==> src/rtl/matmul_pkg.sv <==
`default_nettype none
// ============================================================================
// Module   : matmul_pkg
// Purpose  : Shared constants and helpers for the matmul job arbiter.
// Revision : 1.0 - initial release
// ============================================================================
package matmul_pkg;

    localparam logic [2:0] c_ST_IDLE    = 3'd0;
    localparam logic [2:0] c_ST_GRANT   = 3'd1;
    localparam logic [2:0] c_ST_RUN     = 3'd2;
    localparam logic [2:0] c_ST_RELEASE = 3'd3;
    localparam logic [2:0] c_ST_ABORT   = 3'd4;

    localparam int c_DIM_W_DEFAULT = 2;

    function automatic int clog2(input int value);
        int r;
        r = 0;
        while ((1 << r) < value) begin
            r = r + 1;
        end
        return r;
    endfunction

endpackage
`default_nettype wire

==> src/rtl/matmul_rr_pick.sv <==
`default_nettype none
// ============================================================================
// Module   : matmul_rr_pick
// Purpose  : Combinational round-robin picker: first set request at or above
//            rr_ptr, wrapping modulo NUM_REQ.
// Revision : 1.0 - initial release
// ============================================================================
module matmul_rr_pick #(
    parameter int NUM_REQ = 4,
    parameter int PTR_W   = 2
) (
    input  logic [NUM_REQ-1:0] req,
    input  logic [PTR_W-1:0]   rr_ptr,
    output logic               any,
    output logic [PTR_W-1:0]   winner
);

    int w_idx;

    always_comb begin
        any    = 1'b0;
        winner = '0;
        w_idx  = 0;
        for (int i = 0; i < NUM_REQ; i++) begin
            w_idx = int'(rr_ptr) + i;
            // explicit wrap keeps non-power-of-two requester counts correct
            if (w_idx >= NUM_REQ) begin
                w_idx = w_idx - NUM_REQ;
            end
            if (!any && req[w_idx]) begin
                any    = 1'b1;
                winner = PTR_W'(w_idx);
            end
        end
    end

endmodule
`default_nettype wire

==> src/rtl/matmul_job_arbiter.sv <==
`default_nettype none
// ============================================================================
// Module   : matmul_job_arbiter
// Purpose  : Round-robin owner of a shared matrix-multiply engine with start,
//            completion return and watchdog abort.
// Revision : 1.0 - initial release
// ============================================================================
module matmul_job_arbiter
    import matmul_pkg::*;
#(
    parameter int NUM_REQ = 4,
    parameter int DIM_W   = c_DIM_W_DEFAULT,
    parameter int TIMEOUT = 64
) (
    input  logic                       clk,
    input  logic                       rst,
    input  logic [NUM_REQ-1:0]         req,
    input  logic [NUM_REQ*DIM_W-1:0]   req_rows,
    input  logic [NUM_REQ*DIM_W-1:0]   req_cols,
    input  logic [NUM_REQ*DIM_W-1:0]   req_k,
    output logic [NUM_REQ-1:0]         gnt,
    output logic [NUM_REQ-1:0]         done,
    output logic [NUM_REQ-1:0]         err,
    output logic                       busy,
    output logic [clog2(NUM_REQ)-1:0]  owner,
    output logic                       eng_start,
    output logic [DIM_W-1:0]           eng_rows,
    output logic [DIM_W-1:0]           eng_cols,
    output logic [DIM_W-1:0]           eng_k,
    input  logic                       eng_done,
    output logic                       eng_abort
);

    localparam int c_PTR_W = clog2(NUM_REQ);
    localparam int c_TMR_W = clog2(TIMEOUT);

    logic [2:0]          r_state;
    logic [c_PTR_W-1:0]  r_rr_ptr;
    logic [c_PTR_W-1:0]  r_owner;
    logic [c_TMR_W-1:0]  r_timer;
    logic [NUM_REQ-1:0]  r_gnt;
    logic [NUM_REQ-1:0]  r_done;
    logic [NUM_REQ-1:0]  r_err;
    logic                r_busy;
    logic                r_start;
    logic                r_abort;
    logic [DIM_W-1:0]    r_rows;
    logic [DIM_W-1:0]    r_cols;
    logic [DIM_W-1:0]    r_k;

    logic                w_any;
    logic [c_PTR_W-1:0]  w_winner;
    logic [NUM_REQ-1:0]  w_win_hot;
    logic [NUM_REQ-1:0]  w_owner_hot;
    logic [c_PTR_W-1:0]  w_next_ptr;
    logic                w_timeout;

    matmul_rr_pick #(
        .NUM_REQ (NUM_REQ),
        .PTR_W   (c_PTR_W)
    ) u_pick (
        .req     (req),
        .rr_ptr  (r_rr_ptr),
        .any     (w_any),
        .winner  (w_winner)
    );

    assign w_win_hot   = NUM_REQ'(1) << w_winner;
    assign w_owner_hot = NUM_REQ'(1) << r_owner;
    assign w_next_ptr  = (r_owner == c_PTR_W'(NUM_REQ - 1)) ? '0 : r_owner + c_PTR_W'(1);
    assign w_timeout   = (r_timer == c_TMR_W'(TIMEOUT - 1));

    always_ff @(posedge clk) begin
        if (rst) begin
            r_state  <= c_ST_IDLE;
            r_rr_ptr <= '0;
            r_owner  <= '0;
            r_timer  <= '0;
            r_gnt    <= '0;
            r_done   <= '0;
            r_err    <= '0;
            r_busy   <= 1'b0;
            r_start  <= 1'b0;
            r_abort  <= 1'b0;
            r_rows   <= '0;
            r_cols   <= '0;
            r_k      <= '0;
        end else begin
            case (r_state)
                c_ST_IDLE: begin
                    if (w_any) begin
                        r_state <= c_ST_GRANT;
                        r_gnt   <= w_win_hot;
                        r_owner <= w_winner;
                        r_busy  <= 1'b1;
                        r_start <= 1'b1;
                        r_rows  <= req_rows[w_winner*DIM_W +: DIM_W];
                        r_cols  <= req_cols[w_winner*DIM_W +: DIM_W];
                        r_k     <= req_k[w_winner*DIM_W +: DIM_W];
                    end
                end
                c_ST_GRANT: begin
                    r_state <= c_ST_RUN;
                    r_start <= 1'b0;
                    r_timer <= '0;
                end
                c_ST_RUN: begin
                    // completion takes priority over a coincident timeout
                    if (eng_done) begin
                        r_state <= c_ST_RELEASE;
                        r_done  <= w_owner_hot;
                    end else if (w_timeout) begin
                        r_state <= c_ST_ABORT;
                        r_err   <= w_owner_hot;
                        r_abort <= 1'b1;
                    end else begin
                        r_timer <= r_timer + c_TMR_W'(1);
                    end
                end
                c_ST_RELEASE, c_ST_ABORT: begin
                    r_state  <= c_ST_IDLE;
                    r_rr_ptr <= w_next_ptr;
                    r_gnt    <= '0;
                    r_owner  <= '0;
                    r_busy   <= 1'b0;
                    r_done   <= '0;
                    r_err    <= '0;
                    r_abort  <= 1'b0;
                end
                default: begin
                    r_state <= c_ST_IDLE;
                    r_gnt   <= '0;
                    r_owner <= '0;
                    r_busy  <= 1'b0;
                    r_start <= 1'b0;
                    r_done  <= '0;
                    r_err   <= '0;
                    r_abort <= 1'b0;
                end
            endcase
        end
    end

    assign gnt       = r_gnt;
    assign done      = r_done;
    assign err       = r_err;
    assign busy      = r_busy;
    assign owner     = r_owner;
    assign eng_start = r_start;
    assign eng_abort = r_abort;
    assign eng_rows  = r_rows;
    assign eng_cols  = r_cols;
    assign eng_k     = r_k;

endmodule
`default_nettype wire
==> config.mk <==
export PLATFORM = sky130hd
export DESIGN_NAME = matmul_job_arbiter
export DESIGN_NICKNAME = d
export VERILOG_FILES = /design/src/rtl/matmul_pkg.sv /design/src/rtl/matmul_rr_pick.sv /design/src/rtl/matmul_job_arbiter.sv
export SDC_FILE = /design/constraint.sdc
export NUM_CORES = 1
export LEC_CHECK = 0
export CORE_MARGIN = 2
export CORE_UTILIZATION = 45
export DETAILED_ROUTE_END_ITERATION = 8
export DONT_BUFFER_PORTS = 1
export GPL_TIMING_DRIVEN = 0
export PLACE_DENSITY = 0.63
export SYNTH_ARGS = -nofsm -noshare
export SYNTH_HDL_FRONTEND = slang
export SYNTH_SLANG_ARGS = --single-unit
==> constraint.sdc <==
create_clock -name clk -period 2.8 [get_ports clk]
set_clock_uncertainty 0.2 [all_clocks]
set_input_delay 0.56 -clock clk [delete_from_list [all_inputs] [get_ports clk]]
set_output_delay 0.56 -clock clk [all_outputs]
set_load 0.05 [all_outputs]
; ---- After elaboration in Yosys (flattened, before gate mapping)
; Cells that the tools add are included.
[op_classes]
add_sub_neg = 9
n_lt_le_gt_ge = 8
eq_ne = 12
n_shift = 5
n_mux = 47
n_bitwise = 3
reduce_logical = 19
[op_table]
columns = operator, n
row1 = $lt 32x4->1 const B, 4
row2 = $mux 32, 4
row3 = $ge 32x4->1 const B, 3
row4 = $sub 32x4->32 const B, 3
row5 = $pmux 4 s2, 3
row6 = $shiftx 8x4->2, 3
row7 = $mux 4, 4
row8 = $mux 1, 15
row9 = $mux 2, 6
row10 = $mux 6, 2
row11 = $pmux 6 s2, 1
row12 = $reduce_and 2->1, 5
row13 = $mux 3, 3
row14 = $pmux 3 s3, 1
row15 = $bmux 1 s2, 4
row16 = $ne 2x2->1 const B, 4
row17 = $shl 1x2->4 const A, 2
row18 = $add 2x2->3 const B, 2
row19 = $add 6x1->6 const B, 1
row20 = $eq 3x2->1 const B, 2
row21 = $eq 6x6->1 const B, 1
row22 = $pmux 1 s2, 3
row23 = $reduce_and 3->1, 2
row24 = $reduce_or 2->1, 3
row25 = other kinds (16), 22
[word_totals]
reg_bits = 34
in_bits = 31
out_inout_bits = 23
elab_cells = 116

; ---- Longest topological paths before layout
[depth]
word_depth = 18
ltp_mapped = 7
mapped_depth_nobuf = 6

; ---- Hierarchy
; Synthesis repeated with hierarchy kept, for this count alone.
[unflattened]
hier_cells = 197
area_unflattened_um2 = 1759.2
[by_module_without_submodules]
columns = mod, n_inst, cells_each, area_per_inst_um2, seq_area_each_um2
row1 = matmul_job_arbiter, 1, 182, 1681.6, 680.7
row2 = matmul_rr_pick, 1, 15, 77.6, 0.0

; ---- Worst setup path after synthesis
; No wires, ideal clock.
[synth_path]
kind = in2reg
startpoint = in req[0]
endpoint = reg r_gnt[2], in the netlist gnt[2]
setup_ns = 0.128
t_arrival_ns = 1.614
required_time_ns = 2.472
path_slack_ns = 0.858
path_stages = 6
path_buffers = 1
cell_sequence = nor4_2 -> nor2b_1 -> buf_2 -> nor3b_2 -> a22oi_1 -> nor2_1
[synth_between]
elab_chain_cells = 16
elab_cells_between_ends = 31
cone_classes = eq/ne: 1 / shift: 1 / mux: 22 / reduce/logical: 7
[synth_lines]
columns = element, line
row1 = from (decl), matmul_job_arbiter.sv:17  ; input logic [NUM_REQ-1:0] req,
row2 = $bmux 1 s2, matmul_rr_pick.sv:30  ; if (!any && req[w_idx]) begin
row3 = $mux 1 (not written as such) (2 in a row), matmul_rr_pick.sv:30
row4 = $mux 1, matmul_rr_pick.sv:30
row5 = $logic_not 1->1, matmul_rr_pick.sv:30
row6 = $logic_and 1x1->1, matmul_rr_pick.sv:30
row7 = $mux 1, matmul_rr_pick.sv:30
row8 = $logic_not 1->1, matmul_rr_pick.sv:30
row9 = $logic_and 1x1->1, matmul_rr_pick.sv:30
row10 = $mux 1, matmul_rr_pick.sv:30
row11 = $logic_not 1->1, matmul_rr_pick.sv:30
row12 = $logic_and 1x1->1, matmul_rr_pick.sv:30
row13 = $mux 2, matmul_rr_pick.sv:30
row14 = $shl 1x2->4, matmul_job_arbiter.sv:68  ; assign w_win_hot = NUM_REQ'(1) << w_winner;
row15 = $mux 4, matmul_job_arbiter.sv:91  ; if (w_any) begin
row16 = $pmux 4 s2, matmul_job_arbiter.sv:89  ; case (r_state)
row17 = to (signal assigned), matmul_job_arbiter.sv:93  ; r_gnt <= w_win_hot;
row18 = to (decl), matmul_job_arbiter.sv:41  ; logic [NUM_REQ-1:0] r_gnt;
; Several ways; a longest one is shown, not always the timed one. The select of a mux whose other input is x is not followed.
; A chain may end at the register's enable or synchronous reset.

; ---- Worst setup path after layout
[layout_path]
startpoint = reg r_timer[0]
endpoint = reg r_err[1], in the netlist err[1]
[layout_between]
elab_chain_cells = 3
[layout_lines]
columns = element, line
row1 = from (decl), matmul_job_arbiter.sv:40  ; logic [c_TMR_W-1:0] r_timer;
row2 = from (signal assigned), matmul_job_arbiter.sv:117  ; r_timer <= r_timer + c_TMR_W'(1);
row3 = $eq 6x6->1, matmul_job_arbiter.sv:71  ; assign w_timeout = (r_timer == c_TMR_W'(TIMEOUT - 1));
row4 = $ne 2x2->1 (no source line), -
row5 = $reduce_and 3->1 (no source line), -
row6 = to (signal assigned), matmul_job_arbiter.sv:114  ; r_err <= w_owner_hot;
row7 = to (decl), matmul_job_arbiter.sv:43  ; logic [NUM_REQ-1:0] r_err;
; No other way between the ends.

==> flow_metrics.env <==
export IMPL_first_pass_iters=4
export IMPL_ff2ff_setup_slack_ps=690
export IMPL_synthTopCellsByArea="dfxtp_1 (39%), a211oi_1 (6.9%), mux2i_1 (5.7%)"
export IMPL_synth_cell_types=39
export IMPL_htreeDepth=2
export IMPL_antenna_found_initial=0
export IMPL_clkSinkCount=34
export IMPL_dieArea_sq_um=4411
export IMPL_hold_viol=0
export IMPL_p_leak_nw=0.6773
export IMPL_route_detailed_drc=0
export IMPL_cp_max_fo=6
export IMPL_seq_area_frac_synth_pct=38.83
export IMPL_synth_common_cells="dfxtp_1 (34), nor2_1 (23), nand2_1 (18)"
export IMPL_place_area_sq_um=1813
export IMPL_cts_buffer_depth=2
export IMPL_place_inst=256
export IMPL_rows=22
export IMPL_worstPathRequired_ps=2780
export IMPL_antenna_cells=0
export IMPL_globalplace_congestion=0.8434
export IMPL_io_buffers=0
export IMPL_status="complete, no violations"
export IMPL_cap_violations=0
export IMPL_fill_cells=349
export IMPL_fin_area_sq_um=1896
export IMPL_stdcell_count=262
export IMPL_vias=1518
export IMPL_drt_initial_drc_count=70
export IMPL_yosysMostFrequentCell="dfxtp_1"
export IMPL_route_met3_wl_um=293
export IMPL_startpoint_type="flop"
export IMPL_routed_via_density=5.794
export IMPL_powerDensity_nw_per_um2=618.0
export IMPL_post_route_min_period_ps=2110
export IMPL_grt_total_usage_pct=19.02
export IMPL_reg2reg_to="err[1]"
export IMPL_clock_root_buffer="clkbuf_8"
export IMPL_grt_max_degree=11
export IMPL_synth_edf_count=0
export IMPL_die_h_um=66.42
export IMPL_drtAntennaViolNets=0
export IMPL_min_to="r_state[0]"
export IMPL_power_total_mw=1.172
export IMPL_ir_worst_vdd_mv=0.3626
export IMPL_fin_ws_ps=690.2
export IMPL_core_sq_um=3716
export IMPL_place_ws_ps=603.4
export IMPL_grt_overflow_total=0
export IMPL_rsz0062_at_grt="no"
export IMPL_final_period_utilization_pct=75.35
export IMPL_multi_input_area_sq_um=999.7
export IMPL_cts_hold_buf=0
export IMPL_wl_met2_um=1848
export IMPL_setup_viol=0
export IMPL_fmax_mhz=474.0
export IMPL_clk_latency_ps=280
export IMPL_cts_tree="built"
export IMPL_ios=54
export IMPL_hp_class="in -> reg"
export IMPL_synth_top_cell_area_share_pct=38.83
export IMPL_drive_gt1_share_pct=6.542
export IMPL_seqCellArea_sq_um=680.7
export IMPL_r2r_start="r_timer[0]"
export IMPL_wl_per_cell_um=14.73
export IMPL_synthCells=208
export IMPL_cts_buffers=5
export IMPL_synth_area_sq_um=1753
export IMPL_wirelength_um=3860
export IMPL_worstSetupPathType="reg -> reg"
export IMPL_dp_hpwl_um=2959
export IMPL_cts_setup_buffers=0
export IMPL_drv_slew=0
export IMPL_hold_depth=2
export IMPL_grt_pass1_wl_um=6348
export IMPL_synth_ff_type="dfxtp_1"
export IMPL_highest_layer="met4"
export IMPL_worst_slew_pin_slew_ps=633.1
export IMPL_clkTransAtPathRegs_ps=60
export IMPL_layout_nets=251
export IMPL_cts_resized=0
export IMPL_yosys_warnings=0
export IMPL_first_global_vias=1432
export IMPL_arrival_ps=2090
export IMPL_hp_start="eng_done"
export IMPL_start_util_pct=47.17
export IMPL_async_flop_share_pct=0
export IMPL_fp_dieW_um=66.42
export IMPL_avgSynthCellArea_sq_um=8.428
export IMPL_reg2reg_depth=7
export IMPL_wl_met1_um=1655
export IMPL_maxSlewHeadroom_pct=57.74
export IMPL_cp_end_kind="flop"
export IMPL_syn_to_final_growth_pct=8.137
export IMPL_synth_nets=244
export IMPL_tns_ps=0
export IMPL_yosys_register_bits=34
export IMPL_post_synth_top_area_cell="dfxtp_1"
[layout make-up]
cell class                      count  share of cell area (%)
Sequential cell                    34                   35.91
Buffer                              9                   2.046
Inverter                            9                   1.782
Tap cell                           48                   3.168
Clock buffer                        6                   4.356
Multi-Input combinational cell    156                   52.74
[cell usage in the layout (no fill, tap or decap), drive strengths merged, types with 9 or more instances in the layout]
cell type,n
dfxtp,34
nor2,23
nand2,18
a211oi,17
a21oi,14
clkbuf,12
mux2i,10
inv,9
nor3,9
[critical path, cell delays in order (launching register included)]
cell      delay [ps]
dfxtp_1          370
ha_1             180
nand3_1          150
or3_1            380
clkbuf_1         170
nor2_1           290
a22oi_1          120
o32ai_1          160
[routing by layer]
layer | up-vias | global-route usage (%)
met1 | 687 | 20.80
met3 | 6 | 6.644
li1 | 767 | -
met2 | 58 | 32.63
met5 | - | 0
met4 | 0 | 8.929
[worst max path at each step]
stage / start / end / slack [ps] / cells past startpoint
3_5_place_dp: req[2] / eng_k[1] / 600 / 5
6_report: r_timer[0] / err[1] / 690 / 7
4_1_cts: r_state[1] / eng_k[0] / 690 / 5
2_1_floorplan: req[0] / gnt[2] / 860 / 6
5_1_grt: r_state[1] / eng_cols[1] / 500 / 5
3_3_place_gp: req[0] / gnt[2] / 650 / 6
[metrics by stage]
step / hold slack, ps / util [%]
2_1_floorplan: 251.9 / -
3_3_place_gp: 265.3 / 48.79
3_5_place_dp: 282.4 / 48.79
4_1_cts: 218.9 / 51.01
5_1_grt: 235.5 / 51.01
6_report: 227.1 / 51.01
[kinds of logic after synthesis]
logic type | after synthesis | synth area share (%)
DFF | 34 | 38.83
and+or+nand+nor | 78 | 22.41
xor gates and xnor gates | 3 | 1.499
AOI/OAI and AO/OA | 60 | 23.84
adders and majority gates | 5 | 3.569
muxes | 10 | 5.710
buffers and inverters | 18 | 4.139
[report_power, final]
part | switching (mW) | internal (mW)
combinational | 0.111 | 0.0737
sequential | 0.117 | 0.516
clock | 0.165 | 0.189
total | 0.393 | 0.779
[registers in the layout, summed over array words and instances (netlist names), 3 cells and up]
name / cells
r_timer: 6
done: 4
err: 4
gnt: 4
r_state: 3
Power figures use the tool's default switching activity.
